===== src/rtl/gbc_gamepak_sequencer.sv =====
// GBC cartridge bus sequencer: arbitrates CPU/DMA byte requests, runs setup/strobe/hold
// pak cycles and generates the cartridge reset pulse after system reset.
module gbc_gamepak_sequencer #(
    parameter int SETUP_CYCLES  = 1,
    parameter int STROBE_CYCLES = 2,
    parameter int RESET_HOLD    = 16
) (
    input  logic        Clk,
    input  logic        Reset,
    input  logic        CpuReq,
    input  logic        CpuWrite,
    input  logic [15:0] CpuAddr,
    input  logic [7:0]  CpuWData,
    output logic        CpuAck,
    output logic [7:0]  CpuRData,
    input  logic        DmaReq,
    input  logic        DmaWrite,
    input  logic [15:0] DmaAddr,
    input  logic [7:0]  DmaWData,
    output logic        DmaAck,
    output logic [7:0]  DmaRData,
    output logic        PakClk,
    output logic [15:0] Address,
    output logic        Read,
    output logic        Write,
    output logic        CS,
    output logic [7:0]  DToPak,
    input  logic [7:0]  DFromPak,
    output logic        PakReset
);

    // state    | meaning
    // RST_HOLD | PakReset high, counting down after Reset release
    // IDLE     | strobes low, arbitrating requests
    // SETUP    | address/CS/Read stable before strobe
    // STROBE   | PakClk high (Write high for writes)
    // HOLD     | strobes low, address held, Ack pulses
    typedef enum logic [2:0] {RST_HOLD, IDLE, SETUP, STROBE, HOLD} state_t;

    localparam int M1   = (SETUP_CYCLES > STROBE_CYCLES) ? SETUP_CYCLES : STROBE_CYCLES;
    localparam int MAXC = (RESET_HOLD > M1) ? RESET_HOLD : M1;
    localparam int CW   = $clog2(MAXC + 1);

    state_t        state, state_d;
    logic [CW-1:0] cnt, cnt_d;
    logic          is_write, is_write_d, is_dma, is_dma_d, last_dma, last_dma_d;
    logic [15:0]   address_d;
    logic [7:0]    dtopak_d, cpu_rdata_d, dma_rdata_d;
    logic          pakclk_d, read_d, write_d, cs_d, cpu_ack_d, dma_ack_d, pak_reset_d;

    logic          pick_dma, req_write, ext_ram, in_window;
    logic [15:0]   req_addr;
    logic [7:0]    req_wdata;

    // Alternate on contention so neither port can starve the other.
    assign pick_dma  = DmaReq && !(CpuReq && last_dma);
    assign req_write = pick_dma ? DmaWrite : CpuWrite;
    assign req_addr  = pick_dma ? DmaAddr  : CpuAddr;
    assign req_wdata = pick_dma ? DmaWData : CpuWData;
    assign ext_ram   = (req_addr[15:13] == 3'b101);
    assign in_window = !req_addr[15] || ext_ram;

    always_ff @(posedge Clk or posedge Reset) begin
        if (Reset) begin
            state    <= RST_HOLD;
            cnt      <= CW'(RESET_HOLD - 1);
            is_write <= 1'b0;
            is_dma   <= 1'b0;
            last_dma <= 1'b0;
            Address  <= 16'h0000;
            DToPak   <= 8'h00;
            CS       <= 1'b0;
            Read     <= 1'b0;
            Write    <= 1'b0;
            PakClk   <= 1'b0;
            PakReset <= 1'b1;
            CpuAck   <= 1'b0;
            DmaAck   <= 1'b0;
            CpuRData <= 8'hFF;
            DmaRData <= 8'hFF;
        end else begin
            state    <= state_d;
            cnt      <= cnt_d;
            is_write <= is_write_d;
            is_dma   <= is_dma_d;
            last_dma <= last_dma_d;
            Address  <= address_d;
            DToPak   <= dtopak_d;
            CS       <= cs_d;
            Read     <= read_d;
            Write    <= write_d;
            PakClk   <= pakclk_d;
            PakReset <= pak_reset_d;
            CpuAck   <= cpu_ack_d;
            DmaAck   <= dma_ack_d;
            CpuRData <= cpu_rdata_d;
            DmaRData <= dma_rdata_d;
        end
    end

    always_comb begin
        state_d     = state;
        cnt_d       = cnt;
        is_write_d  = is_write;
        is_dma_d    = is_dma;
        last_dma_d  = last_dma;
        address_d   = Address;
        dtopak_d    = DToPak;
        cs_d        = CS;
        read_d      = Read;
        write_d     = Write;
        pakclk_d    = PakClk;
        pak_reset_d = PakReset;
        cpu_ack_d   = 1'b0;
        dma_ack_d   = 1'b0;
        cpu_rdata_d = CpuRData;
        dma_rdata_d = DmaRData;
        case (state)
            RST_HOLD: begin
                if (cnt == '0) begin
                    state_d     = IDLE;
                    pak_reset_d = 1'b0;
                end else begin
                    cnt_d = cnt - 1'b1;
                end
            end
            IDLE: begin
                if (CpuReq || DmaReq) begin
                    is_dma_d   = pick_dma;
                    last_dma_d = pick_dma;
                    is_write_d = req_write;
                    if (in_window) begin
                        state_d   = SETUP;
                        cnt_d     = CW'(SETUP_CYCLES - 1);
                        address_d = req_addr;
                        cs_d      = ext_ram;
                        read_d    = !req_write;
                        if (req_write)
                            dtopak_d = req_wdata;
                    end else begin
                        // No pak cycle: acknowledge straight away, reads float high.
                        state_d   = HOLD;
                        cpu_ack_d = !pick_dma;
                        dma_ack_d = pick_dma;
                        if (!req_write) begin
                            if (pick_dma)
                                dma_rdata_d = 8'hFF;
                            else
                                cpu_rdata_d = 8'hFF;
                        end
                    end
                end
            end
            SETUP: begin
                if (cnt == '0) begin
                    state_d  = STROBE;
                    cnt_d    = CW'(STROBE_CYCLES - 1);
                    pakclk_d = 1'b1;
                    write_d  = is_write;
                end else begin
                    cnt_d = cnt - 1'b1;
                end
            end
            STROBE: begin
                if (cnt == '0) begin
                    state_d   = HOLD;
                    pakclk_d  = 1'b0;
                    read_d    = 1'b0;
                    write_d   = 1'b0;
                    cpu_ack_d = !is_dma;
                    dma_ack_d = is_dma;
                    if (!is_write) begin
                        if (is_dma)
                            dma_rdata_d = DFromPak;
                        else
                            cpu_rdata_d = DFromPak;
                    end
                end else begin
                    cnt_d = cnt - 1'b1;
                end
            end
            HOLD: begin
                state_d = IDLE;
                cs_d    = 1'b0;
            end
            default: state_d = RST_HOLD;
        endcase
    end

endmodule


===== config.mk =====
export PLATFORM = sky130hd
export DESIGN_NAME = gbc_gamepak_sequencer
export DESIGN_NICKNAME = d
export VERILOG_FILES = /design/src/rtl/gbc_gamepak_sequencer.sv
export SDC_FILE = /design/constraint.sdc
export NUM_CORES = 1
export LEC_CHECK = 0
export BUFFER_PORTS_ARGS = -buffer_cell sky130_fd_sc_hd__buf_2
export CELL_PAD_IN_SITES_DETAIL_PLACEMENT = 1
export CELL_PAD_IN_SITES_GLOBAL_PLACEMENT = 2
export CORE_UTILIZATION = 29
export CTS_BUF_LIST = sky130_fd_sc_hd__clkbuf_16
export CTS_CLUSTER_DIAMETER = 80
export CTS_CLUSTER_SIZE = 25
export DETAILED_ROUTE_END_ITERATION = 8
export HOLD_SLACK_MARGIN = 0.15
export PLACE_DENSITY = 0.88
export SETUP_SLACK_MARGIN = 0.4
export SLEW_MARGIN = 20
export SYNTH_ARGS = -nofsm -noshare
export SYNTH_HDL_FRONTEND = slang
export SYNTH_SLANG_ARGS = --single-unit

===== constraint.sdc =====
create_clock -name Clk -period 2.8 [get_ports Clk]
set_input_delay 0.28 -clock Clk [delete_from_list [all_inputs] [get_ports Clk]]
set_output_delay 0.28 -clock Clk [all_outputs]
set_load 0.02 [all_outputs]

==> results by group <==
Timing
  – Max-slew violations: 0
  – Final number of setup-violating endpoints: 0
  – Timing-limited maximum frequency: 416.3 MHz
  – Final hold violations: 0
  – Max Clock Skew: 0.007262 ns
  – Unrepaired setup endpoints after global routing: yes
  – Worst slew pin tran: 0.8098 ns
  – Worst Setup Slack, final: 0.3980 ns
  – Period Utilization, post-route: 85.79%
  – Setup TNS: 0 ns
  – Final Critical Period: 2.402 ns
  – Relative slew slack: 45.95%

Clock tree
  – Clock tree from TritonCTS: done
  – Total of hold buffers inserted after clock tree synthesis: 0
  – Deepest clock path buffer count: 2
  – Count of H-tree levels built during CTS: 3
  – Number of clock sinks seen by CTS: 57
  – Clock transition time at the flip-flop clock pins of the worst setup and hold paths: 0.06 ns
  – Clock network latency to the later pin of the worst-skew pair: 0.32 ns
  – Cts bufs inserted: 9
  – CTS Root Buffer Type: sky130_fd_sc_hd__clkbuf_16

Yosys
  – Post-Syn Area: 2785 sq um
  – Yosys warns: 0
  – Portion of the post-synthesis area used by sequential elements: 52.16%
  – Number of synthesized flops with an enable pin: 0
  – Mapped Nets: 319
  – Async S/R FF share, synth: 100.0%
  – Post-synthesis register bit count: 57
  – Avg Inst Size Synth: 10.88 sq um
  – Unique masters post-synth: 42
  – Leading register cell type out of synthesis: sky130_fd_sc_hd__dfrtp_1
  – Post-Synthesis Cells: 256

Die
  – Initial Util: 30.00%
  – Core Rows: 35
  – Top Ports: 109
  – Core area: 9284 sq um
  – Floorplan die area: 10000 sq um
  – Horizontal die dimension: 100 um
  – Die height: 100 um

Route
  – Final antenna-violating net count: 0
  – Detailed-route wire length per cell: 14.38 um
  – Detailed-routing iteration count for the pre-antenna-repair pass: 4
  – Via count of the routed design: 2336
  – Routed vias/inst: 4.589
  – First DRT Iteration DRCs: 43
  – Sum of routed wire length over all layers: 7321 um
  – Number of remaining DRC errors: 0

Setup path
  – Worst R2R End: DmaRData[2]
  – Flop2flop setup slack: 0.40 ns
  – Family of cells with the greatest summed delay on the critical path: compound AO/OA/AOI/OAI gates
  – Buffering stage count on the worst path with inverters included: 2
  – Critical-path cell list: inv_2, ha_4, or4b_4, a2111o_1, a31oi_4, o211a_1, buf_6, mux2_4
  – Worst setup path category: register to register
  – Element type at the critical path end: register
  – Arrival time at the worst endpoint: 2.65 ns
  – Worst r2r path cells: 8
  – Critical path required time: 3.05 ns
  – Crit path launch type: register
  – Largest stage delay on the critical path: 0.46 ns
  – Largest fanout of any net on the critical path: 8
  – Highest-delay cell along the critical path: sky130_fd_sc_hd__or4b_4
  – R2R Path Start: cnt[0]

Power and ir drop
  – Highest ir drop seen on vdd: 0.3678 mV
  – Final Power: 4.609 mW
  – Power Density: 1193 nW/um^2
  – Cell leakage power: 1.889 nW

Cells and area
  – Non-Filler Instances: 509
  – Layout overhead on the synthesized area: 38.77%
  – Net count of the finished layout: 438
  – Fraction of layout cells with a size suffix above 1: 50.53%
  – Filler instances: 1105
  – Number of diodes: 0

Placed design
  – Placed wire-length estimate after detailed placement: 5357 um
  – Global placer's final weighted congestion: 0.7054
  – Port Buffer Count: 108
  – Worst slack at placement: 0.2343 ns
  – Number of placed instances, taps included: 488

Global route
  – Number of global-route vias before repair: 2529
  – Gr ovfl total: 0
  – All-layer global routing usage: 15.72%
  – Antenna violations before repair: 0
  – Largest net degree at the start of global routing: 47
  – First-pass GRT wire length: 12240 um

Worst hold path
  – Path class of the lowest-slack min-delay path: input pin to asynchronous set/reset pin

Run status
  – Status: complete, no violations

Run
  – Total of max-cap violations: 0
[where the power goes]
part	total, mW	internal (mW)	switching [mW]	leakage, nW
sequential	1.53	1.28	0.254	0.678
combinational	1.95	0.810	1.14	1.06
clock	1.13	0.741	0.386	0.154
total	4.61	2.83	1.78	1.89
[worst max-delay path by stage]
stage	from	endpoint	cells after the start
finish	cnt[0]	DmaRData[2]	8
global route	cnt[0]	DmaRData[2]	8
global placement	cnt[0]	DmaRData[1]	8
detailed placement	cnt[0]	DmaRData[4]	8
CTS	cnt[1]	DmaRData[2]	8
floorplan	cnt[0]	DmaRData[0]	8
[routing by layer]
| metal | wire (um) | GRT usage [%] | share of wire, % |
|---|---|---|---|
| met4 | 70 | 4.348 | 0.96 |
| met3 | 459 | 5.014 | 6.3 |
| met1 | 3091 | 18.87 | 42 |
| met2 | 3700 | 27.16 | 51 |
| met5 | 0 | 0 | 0 |
[registers in the layout (all words and copies together), names as in the netlist, 3 cells and up]
| register | flops |
|---|---|
| CpuRData | 8 |
| cnt | 5 |
| DmaRData | 8 |
| state | 3 |
| Address | 16 |
| DToPak | 8 |
[cell usage after synthesis (all sizes together), types with 4 or more instances]
library cell	count	area, sq um
clkbuf	11	41.29
nand2	34	127.6
mux2	16	210.2
dfstp	21	551.8
nand2b	6	37.54
mux2i	25	250.2
o31ai	6	45.04
nor2	12	45.04
or2	10	62.56
nor3	4	20.02
o21ai	32	160.2
inv	7	26.28
a21oi	5	25.02
dfrtp	36	900.9
[cell type report]
class / instances / area (sq um) / share of cell area, %
Clock inverter: 6 / 65.06 / 1.683
Clock buffer: 10 / 250.2 / 6.475
Timing Repair Buffer: 121 / 641.9 / 16.61
Inverter: 7 / 27.53 / 0.7122
Multi-Input combinational cell: 179 / 1266 / 32.76
Sequential cell: 57 / 1453 / 37.58
Tap cell: 129 / 161.4 / 4.176
[placed cells by master (no fill, tap or decap), drive strengths merged, types with 2 or more instances in the layout]
cell    netlist  routed
o31ai         6       6
mux2         16      16
buf           2     121
mux2i        25      25
or2          10      10
a21oi         5       5
clkinv        0       5
nand2b        6       6
dfstp        21      21
nor2b         3       3
nand3         3       3
nand2        34      34
inv           7       6
nor2         12      12
o21ai        32      32
a211oi        2       2
dfrtp        36      36
a221oi        2       2
nor3          4       4
clkbuf       11      10
[logic make-up (layout without fill, tap and decap cells)]
kind of cell	Yosys count	count (layout)	synth area share (%)
simple gates	76	76	13.07
flops	57	57	52.16
buf+inv	20	144	2.965
compound gates	60	60	14.51
mux	41	41	16.53
xor+xnor	1	1	0.3145
fa+ha+maj	1	1	0.4492
[per-stage QoR]
stage / instance area (sq um) / utilization (%) / hold WS [ns]
2_1_floorplan: 2785 / - / 0.4749
4_1_cts: 3860 / 41.58 / 0.2344
3_3_place_gp: 3491 / 37.60 / 0.4553
3_5_place_dp: 3491 / 37.60 / 0.4653
6_report: 3865 / 41.63 / 0.08997
5_1_grt: 3865 / 41.63 / 0.1530
[repair_timing]
action,in CTS,in global routing
setup endpoints to repair,10,11
gates resized for setup,5,1
setup buffers,5,0
pin swaps,3,3
endpoints found under the hold margin,0,0
Power figures use the tool's default switching activity.
